[src/rtl/alu_exec_unit.sv]
// alu_exec_unit: MIPS execute stage with ALU decode/compute, iterative signed multiplier and branch adder
module alu_exec_unit #(
    parameter int WIDTH    = 32,
    parameter int MUL_ITER = 32
) (
    input  logic             clk,
    input  logic             rst,
    input  logic [1:0]       ALUOp,
    input  logic [5:0]       function_code,
    input  logic [WIDTH-1:0] read_data1,
    input  logic [WIDTH-1:0] data2,
    input  logic             mul_start,
    input  logic [WIDTH-1:0] pc_plus4,
    input  logic [WIDTH-1:0] offset,
    output logic [3:0]       ALUControl,
    output logic [WIDTH-1:0] ALU_out,
    output logic             Zero,
    output logic             overflow,
    output logic             mul_busy,
    output logic             mul_done,
    output logic [WIDTH-1:0] branch_target
);
    localparam logic [3:0] C_AND = 4'b0000;
    localparam logic [3:0] C_OR  = 4'b0001;
    localparam logic [3:0] C_ADD = 4'b0010;
    localparam logic [3:0] C_SUB = 4'b0110;
    localparam logic [3:0] C_SLT = 4'b0111;
    localparam logic [3:0] C_MUL = 4'b1000;
    localparam logic [3:0] C_NOR = 4'b1100;
    localparam logic [3:0] C_INV = 4'b1111;
    localparam int CW = $clog2(MUL_ITER);

    logic [3:0]         funct_ctrl;
    logic [WIDTH-1:0]   sum, diff;
    logic               add_ovf, sub_ovf, slt;
    logic [2*WIDTH-1:0] acc, mcand;
    logic [WIDTH-1:0]   mplier;
    logic [CW-1:0]      cnt;
    logic               last, mul_accept, mul_ovf;

    always_comb begin
        funct_ctrl = C_INV;
        case (function_code)
            6'b100000: funct_ctrl = C_ADD;
            6'b100010: funct_ctrl = C_SUB;
            6'b100100: funct_ctrl = C_AND;
            6'b100101: funct_ctrl = C_OR;
            6'b100111: funct_ctrl = C_NOR;
            6'b101010: funct_ctrl = C_SLT;
            6'b011000: funct_ctrl = C_MUL;
            default:   funct_ctrl = C_INV;
        endcase
    end

    assign ALUControl = ALUOp == 2'b00 ? C_ADD :
                        ALUOp == 2'b01 ? C_SUB :
                        ALUOp == 2'b11 ? C_OR  : funct_ctrl;

    assign sum     = read_data1 + data2;
    assign diff    = read_data1 - data2;
    assign add_ovf = (read_data1[WIDTH-1] == data2[WIDTH-1]) && (sum[WIDTH-1] != read_data1[WIDTH-1]);
    assign sub_ovf = (read_data1[WIDTH-1] != data2[WIDTH-1]) && (diff[WIDTH-1] != read_data1[WIDTH-1]);
    assign slt     = $signed(read_data1) < $signed(data2);

    // A start pulse is only honoured for a MUL instruction on an idle multiplier
    assign mul_accept = mul_start && ALUControl == C_MUL && !mul_busy;
    assign last       = cnt == CW'(MUL_ITER - 1);
    assign mul_ovf    = mul_done && (acc[2*WIDTH-1:WIDTH] != {WIDTH{acc[WIDTH-1]}});

    // Signed shift-add: the final (sign) bit of the multiplier carries negative weight
    always_ff @(posedge clk or negedge rst) begin
        if (!rst) begin
            mul_busy <= 1'b0;
            mul_done <= 1'b0;
            cnt      <= '0;
            acc      <= '0;
            mcand    <= '0;
            mplier   <= '0;
        end else if (mul_accept) begin
            mcand    <= {{WIDTH{read_data1[WIDTH-1]}}, read_data1};
            mplier   <= data2;
            acc      <= '0;
            cnt      <= '0;
            mul_busy <= 1'b1;
            mul_done <= 1'b0;
        end else if (mul_busy) begin
            if (mplier[0])
                acc <= last ? acc - mcand : acc + mcand;
            mcand  <= mcand << 1;
            mplier <= mplier >> 1;
            cnt    <= cnt + 1'b1;
            if (last) begin
                mul_busy <= 1'b0;
                mul_done <= 1'b1;
            end
        end
    end

    always_comb begin
        ALU_out  = '0;
        overflow = 1'b0;
        case (ALUControl)
            C_ADD: begin
                ALU_out  = sum;
                overflow = add_ovf;
            end
            C_SUB: begin
                ALU_out  = diff;
                overflow = sub_ovf;
            end
            C_AND: ALU_out = read_data1 & data2;
            C_OR:  ALU_out = read_data1 | data2;
            C_NOR: ALU_out = ~(read_data1 | data2);
            C_SLT: ALU_out = WIDTH'(slt);
            C_MUL: begin
                ALU_out  = mul_done ? acc[WIDTH-1:0] : '0;
                overflow = mul_ovf;
            end
            default: begin
                ALU_out  = '0;
                overflow = 1'b0;
            end
        endcase
    end

    assign Zero          = ALU_out == '0;
    assign branch_target = pc_plus4 + (offset << 2);
endmodule

[config.mk]
export PLATFORM = sky130hd
export DESIGN_NAME = alu_exec_unit
export DESIGN_NICKNAME = d
export VERILOG_FILES = /design/src/rtl/alu_exec_unit.sv
export SDC_FILE = /design/constraint.sdc
export NUM_CORES = 1
export LEC_CHECK = 0
export CORE_MARGIN = 5
export CORE_UTILIZATION = 50
export DETAILED_ROUTE_END_ITERATION = 16
export DONT_BUFFER_PORTS = 1
export GPL_ROUTABILITY_DRIVEN = 0
export PLACE_DENSITY_LB_ADDON = 0.1
export SLEW_MARGIN = 30
export SYNTH_ARGS = -nofsm -noshare
export SYNTH_HDL_FRONTEND = slang
export SYNTH_SLANG_ARGS = --single-unit
[constraint.sdc]
create_clock -name clk -period 6.65 [get_ports clk]
set_clock_uncertainty 0.1 [all_clocks]
set_input_delay 0.9975 -clock clk [delete_from_list [all_inputs] [get_ports clk]]
set_output_delay 0.9975 -clock clk [all_outputs]
set_load 0.05 [all_outputs]
==> out/metrics.cfg, run 1 <==
[outcome]
status = finished clean

[global_routing]
grt_use_total_pct = 27.4
antenna_found_initial = 0
grt_overflow_total = 0
grt_pass1_vias = 17411
grt_pass1_wl_um = 92600
grt_max_degree = 168

[critical_path]
crit_family = simple AND/OR/NAND/NOR gates
path_cells = inv_1, ha_1, buf_4, inv_1, a221oi_2, a21oi_2, buf_4, buf_4, a2111oi_1, a21oi_1, xnor2_1, o21ai_1, nor4_2, buf_4, or4b_1, or4_4, or4b_4, nor3_4, buf_6
cp-start-kind = input pin
endpoint_kind = output pin
slowest_stage = or4_4
slowest_delay_ns = 0.51
crit_arrival_ns = 5.52
worst-path-buf-inv = 7
path_class = input pin to output pin
worst-path-max-fanout = 4
cp_common_cell = buf_4
required_ns = 5.55

[pwr]
p_seq_share_pct = 24.6
leakagePower_nw = 9.06
p_int_w = 0.00413
switchingPower_w = 0.00424
powerDensity_mw_per_mm2 = 409
p_comb_share_pct = 63.2
irDropWorstVdd_mv = 0.308
fin_total_pwr_w = 0.00837
switching_share_pct = 50.6
clkPwrFrac_pct = 12.2

[timing]
fin_ws_ns = 0.0365
grt_setup_unrepaired = yes
final-hold-violation-count = 0
fin_crit_sh_pct = 99.5
finalSetupViolCount = 0
hold_slack_ns = 0.123
relSlewSlack_pct = 31.0
final_max_slew_viol_count = 0
fmax_mhz = 151
worst_slew_pin_slew_ns = 1.03
period_needed_ns = 6.61

[detailed_routing]
vias_per_cell = 6.23
highest_layer = met4
met2_length_um = 26300
ant_nets = 0
wl_per_cell_um = 19.7
met3_length_um = 4400
vias = 18538
first_pass_iters = 7
drcViolationCount = 0
postRouteWirelength_um = 58700
wl_met1_um = 25900
first_iter_violations = 1496

[synth]
netlist_instances = 2499
yosys_register_bits = 167
ys_types = 81
synth-edff-count = 0
syn_nets = 2850
synth.largest_area_cell = dfrtp_1
synth_top_area_share_pct = 22.5
synth_commonest_cells = 325 x a21oi_1, 257 x nand2_1, 238 x o21ai_0
yosysMostFrequentCell = a21oi_1
ys_seq_area_share_pct = 22.5
ys.warnings.count = 0
synth_flop_cell = dfrtp_1
synth_area_leaders = dfrtp_1 22%, ha_1 14%, a21oi_1 8.7%
synth.avg_cell_area_sq_um = 7.44
synth_area_sq_mm = 0.0186
synth_async_sr_flop_share_pct = 100

[clock_network]
clk_latency_ns = 0.47
clock_sinks = 167
postCtsHoldBufs = 0
cts_made_buffers = 17
htree_levels = 4
cts_tree = yes
clk_path_buf_depth = 2
clkSlewWorstSetupHoldPaths_ns = 0.07
clockRootBuffer = clkbuf_16

[die]
boundaryPins = 211
start_util_pct = 50.7
die_x_um = 203
dieArea_sq_mm = 0.0411
num_rows = 70
fp.dieH_um = 203
core_area_sq_mm = 0.0367

[layout]
final_nets = 2845
final_util_pct = 55.7
layout-drive-gt1-share_pct = 8.58
fillers = 3553
antenna_cells = 0
syn_to_final_growth_pct = 10.0

[placed_design]
dp_hpwl_um = 44500
dp_slack_ns = -0.117
numPortBuffers = 0

[worst_hold_path]
hp-class = input pin to async pin

[flow_run]
max_cap_viol_count = 0

==> layout make-up <==
cell class	count	area [sq um]	share of cell area, %
repair buffers	108	847	4.14
inverters	149	562	2.75
flip-flops and latches	167	4180	20.5
clock inverters	14	151	0.740
multi-input cells	2051	13700	66.9
well taps	468	586	2.86
clock buffers	18	439	2.15
==> power by group through the flow <==
| stage | Clock [W] | Combinational, W | Sequential [W] |
|---|---|---|---|
| final | 0.00102 | 0.00528 | 0.00206 |
| after global routing | 0.00109 | 0.00588 | 0.00213 |
| after CTS | 0.00104 | 0.00521 | 0.00206 |
| after detailed placement | 0 | 0.00517 | 0.00207 |
| after global placement | 0 | 0.00505 | 0.00206 |
| after floorplan | 0 | 0.00421 | 0.00182 |
==> what timing repair did <==
| action | 4_1_cts | 5_1_grt |
|---|---|---|
| setup endpoints to repair | 1 | 2 |
| gates resized for setup | 4 | 39 |
| setup buffers | 0 | 2 |
| pin swaps | 1 | 9 |
==> through the flow <==
| stage | TNS, ns | cells | area (sq um) |
|---|---|---|---|
| floorplan | 0 | 2499 | 18600 |
| global placement | -0.0332 | 2941 | 19500 |
| CTS | 0 | 2973 | 20200 |
| global route | -0.0469 | 2975 | 20500 |
| detailed placement | -0.117 | 2941 | 19600 |
| finish | 0 | 2975 | 20500 |
==> placed cells by master (no fill, tap or decap), types with 29 or more instances in the layout <==
cell	synthesis	routed
nand4_1	29	29
nor2_1	206	204
nand2_1	257	257
a21o_1	62	62
nor3_1	57	55
a21oi_1	325	321
nor2b_1	31	30
o21ai_0	238	224
buf_4	2	103
xor2_1	42	41
ha_1	208	204
a31oi_1	30	29
nand3_1	46	45
xnor2_1	130	120
dfrtp_1	167	166
inv_1	147	147
==> state kept, by name, summed over array words and instances (netlist names) <==
| register | flops |
|---|---|
| mplier | 32 |
| cnt | 5 |
| mul_busy | 1 |
| mcand | 64 |
| acc | 64 |
| mul_done | 1 |
==> routing by layer <==
metal,up-vias,track usage (%)
li1,8969,-
met1,8722,37.5
met2,731,44.1
met3,116,4.60
met4,0,9.46
met5,-,0
==> worst paths after layout <==
check                                       from               endpoint  slack (ns)  cells after the start
min reg2reg                   cnt[3]$_DFFE_PN0P_     cnt[3]$_DFFE_PN0P_        0.37                      1
min in group clk              cnt[3]$_DFFE_PN0P_     cnt[3]$_DFFE_PN0P_        0.37                      1
max in group asynchronous                    rst    acc[36]$_DFFE_PN0P_        6.03                      0
min                                          rst  mplier[6]$_DFFE_PN0P_        0.12                      0
max reg2reg                mcand[14]$_DFFE_PN0P_    acc[62]$_DFFE_PN0P_        0.54                     23
max                                     data2[5]                   Zero        0.04                     19
==> kinds of logic after synthesis <==
| logic type | share of synthesized area [%] |
|---|---|
| AOI/OAI and AO/OA | 29.8 |
| DFF | 22.5 |
| buffers and inverters | 5.72 |
| adders and majority gates | 14.4 |
| muxes | 0.606 |
| xor gates and xnor gates | 8.10 |
| and+or+nand+nor | 18.9 |
No activity file was read; power rests on OpenSTA's default activity.
==> run 2: changes to the inputs <==
Settings changed: SETUP_SLACK_MARGIN set to 0.3.
==> run 2 against run 1 <==
  * Utilization rose by 0.27 points
  * Power rose by 0.21%
  * Die area did not move
  * Critical path depth fell by 4
  * Sequential power barely moved
  * Combinational power barely moved
  * Critical path type unchanged
  * Largest cell class unchanged
==> out/metrics.cfg, run 2 (synthesized netlist as in run 1, its figures left out) <==
[global_routing]
grt_max_degree = 168  ; unchanged
antenna_found_initial = 0  ; unchanged
grt_overflow_total = 0  ; unchanged
grt_pass1_vias = 17661  ; +1.4%
grt_use_total_pct = 27.7  ; +0.29 points
grt_pass1_wl_um = 93500  ; +1.1%

[pwr]
p_seq_share_pct = 24.4  ; -0.2 points
p_int_w = 0.00413  ; +0.11%
leakagePower_nw = 9.10  ; +0.51%
fin_total_pwr_w = 0.00838  ; +0.21%
clkPwrFrac_pct = 12.3  ; about the same
switchingPower_w = 0.00425  ; +0.31%
irDropWorstVdd_mv = 0.284  ; -7.7%
powerDensity_mw_per_mm2 = 408  ; -0.26%
switching_share_pct = 50.7  ; about the same
p_comb_share_pct = 63.3  ; about the same

[critical_path]
path_class = input pin to output pin
r2r-start = mcand[14]$_DFFE_PN0P_
required_ns = 5.55  ; about the same
timing.critical_path.from = function_code[4]
cp-start-kind = input pin
endpoint_kind = output pin
worst-path-max-fanout = 5  ; +1
crit_arrival_ns = 5.53  ; about the same

[layout]
syn_to_final_growth_pct = 10.5
final_cell_area_sq_mm = 0.0205  ; +0.48%
final_common_cell = a21oi_1
fillers = 3578  ; +0.70%
layout-drive-gt1-share_pct = 9.34  ; +0.76 points
final_nets = 2854  ; +0.32%
finalNonFillerCells = 2984  ; +0.30%
antenna_cells = 0  ; unchanged
reg_top3 = acc x64, mcand x64, mplier x32
layout_common_cells = 322 x a21oi_1, 257 x nand2_1, 222 x o21ai_0

[timing]
grt_setup_unrepaired = yes
period_needed_ns = 6.63  ; +0.0147 ns
worst_slew_pin_slew_ns = 1.00  ; -0.0280 ns
fin_setup_tns_ns = 0  ; unchanged
final_max_slew_viol_count = 0  ; unchanged
relSlewSlack_pct = 32.9  ; +1.9 points
final-hold-violation-count = 0  ; unchanged
fin_crit_sh_pct = 99.7  ; +0.22 points
finalSetupViolCount = 0  ; unchanged
fmax_mhz = 151  ; -0.22%

[detailed_routing]
ant_nets = 0  ; unchanged
vias_per_cell = 6.19  ; -0.64%
first_iter_violations = 1663  ; +11%
first_pass_iters = 6  ; -1
wl_per_cell_um = 19.7  ; -0.25%
vias = 18475  ; -0.34%
drcViolationCount = 0  ; unchanged
postRouteWirelength_um = 58700  ; about the same

[placed_design]
post_dp_cell_area_sq_mm = 0.0197  ; +0.28%
dp_hpwl_um = 44500  ; +0.13%
numPortBuffers = 0  ; unchanged
dp_cells = 2945  ; +0.14%

[worst_hold_path]
hp-class = input pin to async pin

[clock_network]
cts_tree = yes
cts_made_buffers = 17  ; unchanged
postCtsHoldBufs = 0  ; unchanged
htree_levels = 4  ; unchanged
clock_sinks = 167  ; unchanged
clockRootBuffer = clkbuf_16
clk_path_buf_depth = 2  ; unchanged
clk_latency_ns = 0.47  ; about the same
clkSlewWorstSetupHoldPaths_ns = 0.08  ; about the same

[die]
core_area_sq_mm = 0.0367  ; unchanged
start_util_pct = 50.7  ; unchanged
fp.dieH_um = 203  ; unchanged
boundaryPins = 211  ; unchanged
num_rows = 70  ; unchanged
dieArea_sq_mm = 0.0411  ; unchanged
die_x_um = 203  ; unchanged

[flow_run]
max_cap_viol_count = 0  ; unchanged

[outcome]
status = finished clean

==> run 2: layer usage <==
metal  track usage [%]  vias to the layer above  wire, um
met5                 0                        -         0
met4              9.63                        0      1950
met3              5.11                      124      4250
met2              44.3                      693     26300
met1              37.8                     8671     26200
li1                  -                     8987         -
==> run 2: worst max-delay path, stage by stage <==
cell and delay [ns]:
or3b_4 0.39, a211o_1 0.38, a21oi_2 0.20, inv_2 0.07, buf_4 0.16, mux2i_1 0.18, xnor2_1 0.10, a222oi_1 0.34
nand4b_1 0.22, or4_4 0.57, or4_4 0.50, or4_4 0.54, or4b_4 0.51, nor3_4 0.18, buf_6 0.18
==> run 2: cell type report <==
class	count	area [sq um]	share of cell area (%)
sequential	167	4180	20.4
multi-input combinational	2051	13700	66.8
inverter	149	559	2.72
clock inverter	14	161	0.785
tap	468	586	2.85
timing repair buffer	117	898	4.37
clock buffer	18	439	2.14
==> run 2: final timing paths <==
kind,cells after the start,slack (ns),to
max,15,0.02,Zero
min,0,0.12,mplier[6]$_DFFE_PN0P_
max reg2reg,22,0.81,acc[62]$_DFFE_PN0P_
min reg2reg,1,0.37,cnt[3]$_DFFE_PN0P_
max in group asynchronous,0,6.04,mcand[32]$_DFFE_PN0P_
min in group clk,1,0.37,cnt[3]$_DFFE_PN0P_
==> run 2: repair_timing <==
action / 4_1_cts / 5_1_grt
pin swaps: 3 / 11
hold endpoints to repair: 0 / 0
setup buffers: 1 / 6
setup endpoints to repair: 1 / 11
gates resized for setup: 15 / 32
==> run 2: stage by stage <==
stage                     hold slack [ns]  setup WS [ns]  util [%]
after floorplan                     0.343         0.0877         -
after global placement              0.353        -0.0410      53.4
after detailed placement            0.358         -0.102      53.6
after CTS                          0.0959          0.147      55.5
after global routing               0.0859        -0.0908      56.0
final                               0.120         0.0218      56.0
==> run 2: power by group through the flow <==
| stage | Combinational (W) | Sequential [W] | Clock (W) |
|---|---|---|---|
| 2_1_floorplan | 0.00421 | 0.00182 | 0 |
| 3_3_place_gp | 0.00507 | 0.00205 | 0 |
| 3_5_place_dp | 0.00517 | 0.00206 | 0 |
| 4_1_cts | 0.00521 | 0.00205 | 0.00105 |
| 5_1_grt | 0.00592 | 0.00212 | 0.00110 |
| 6_report | 0.00530 | 0.00205 | 0.00103 |
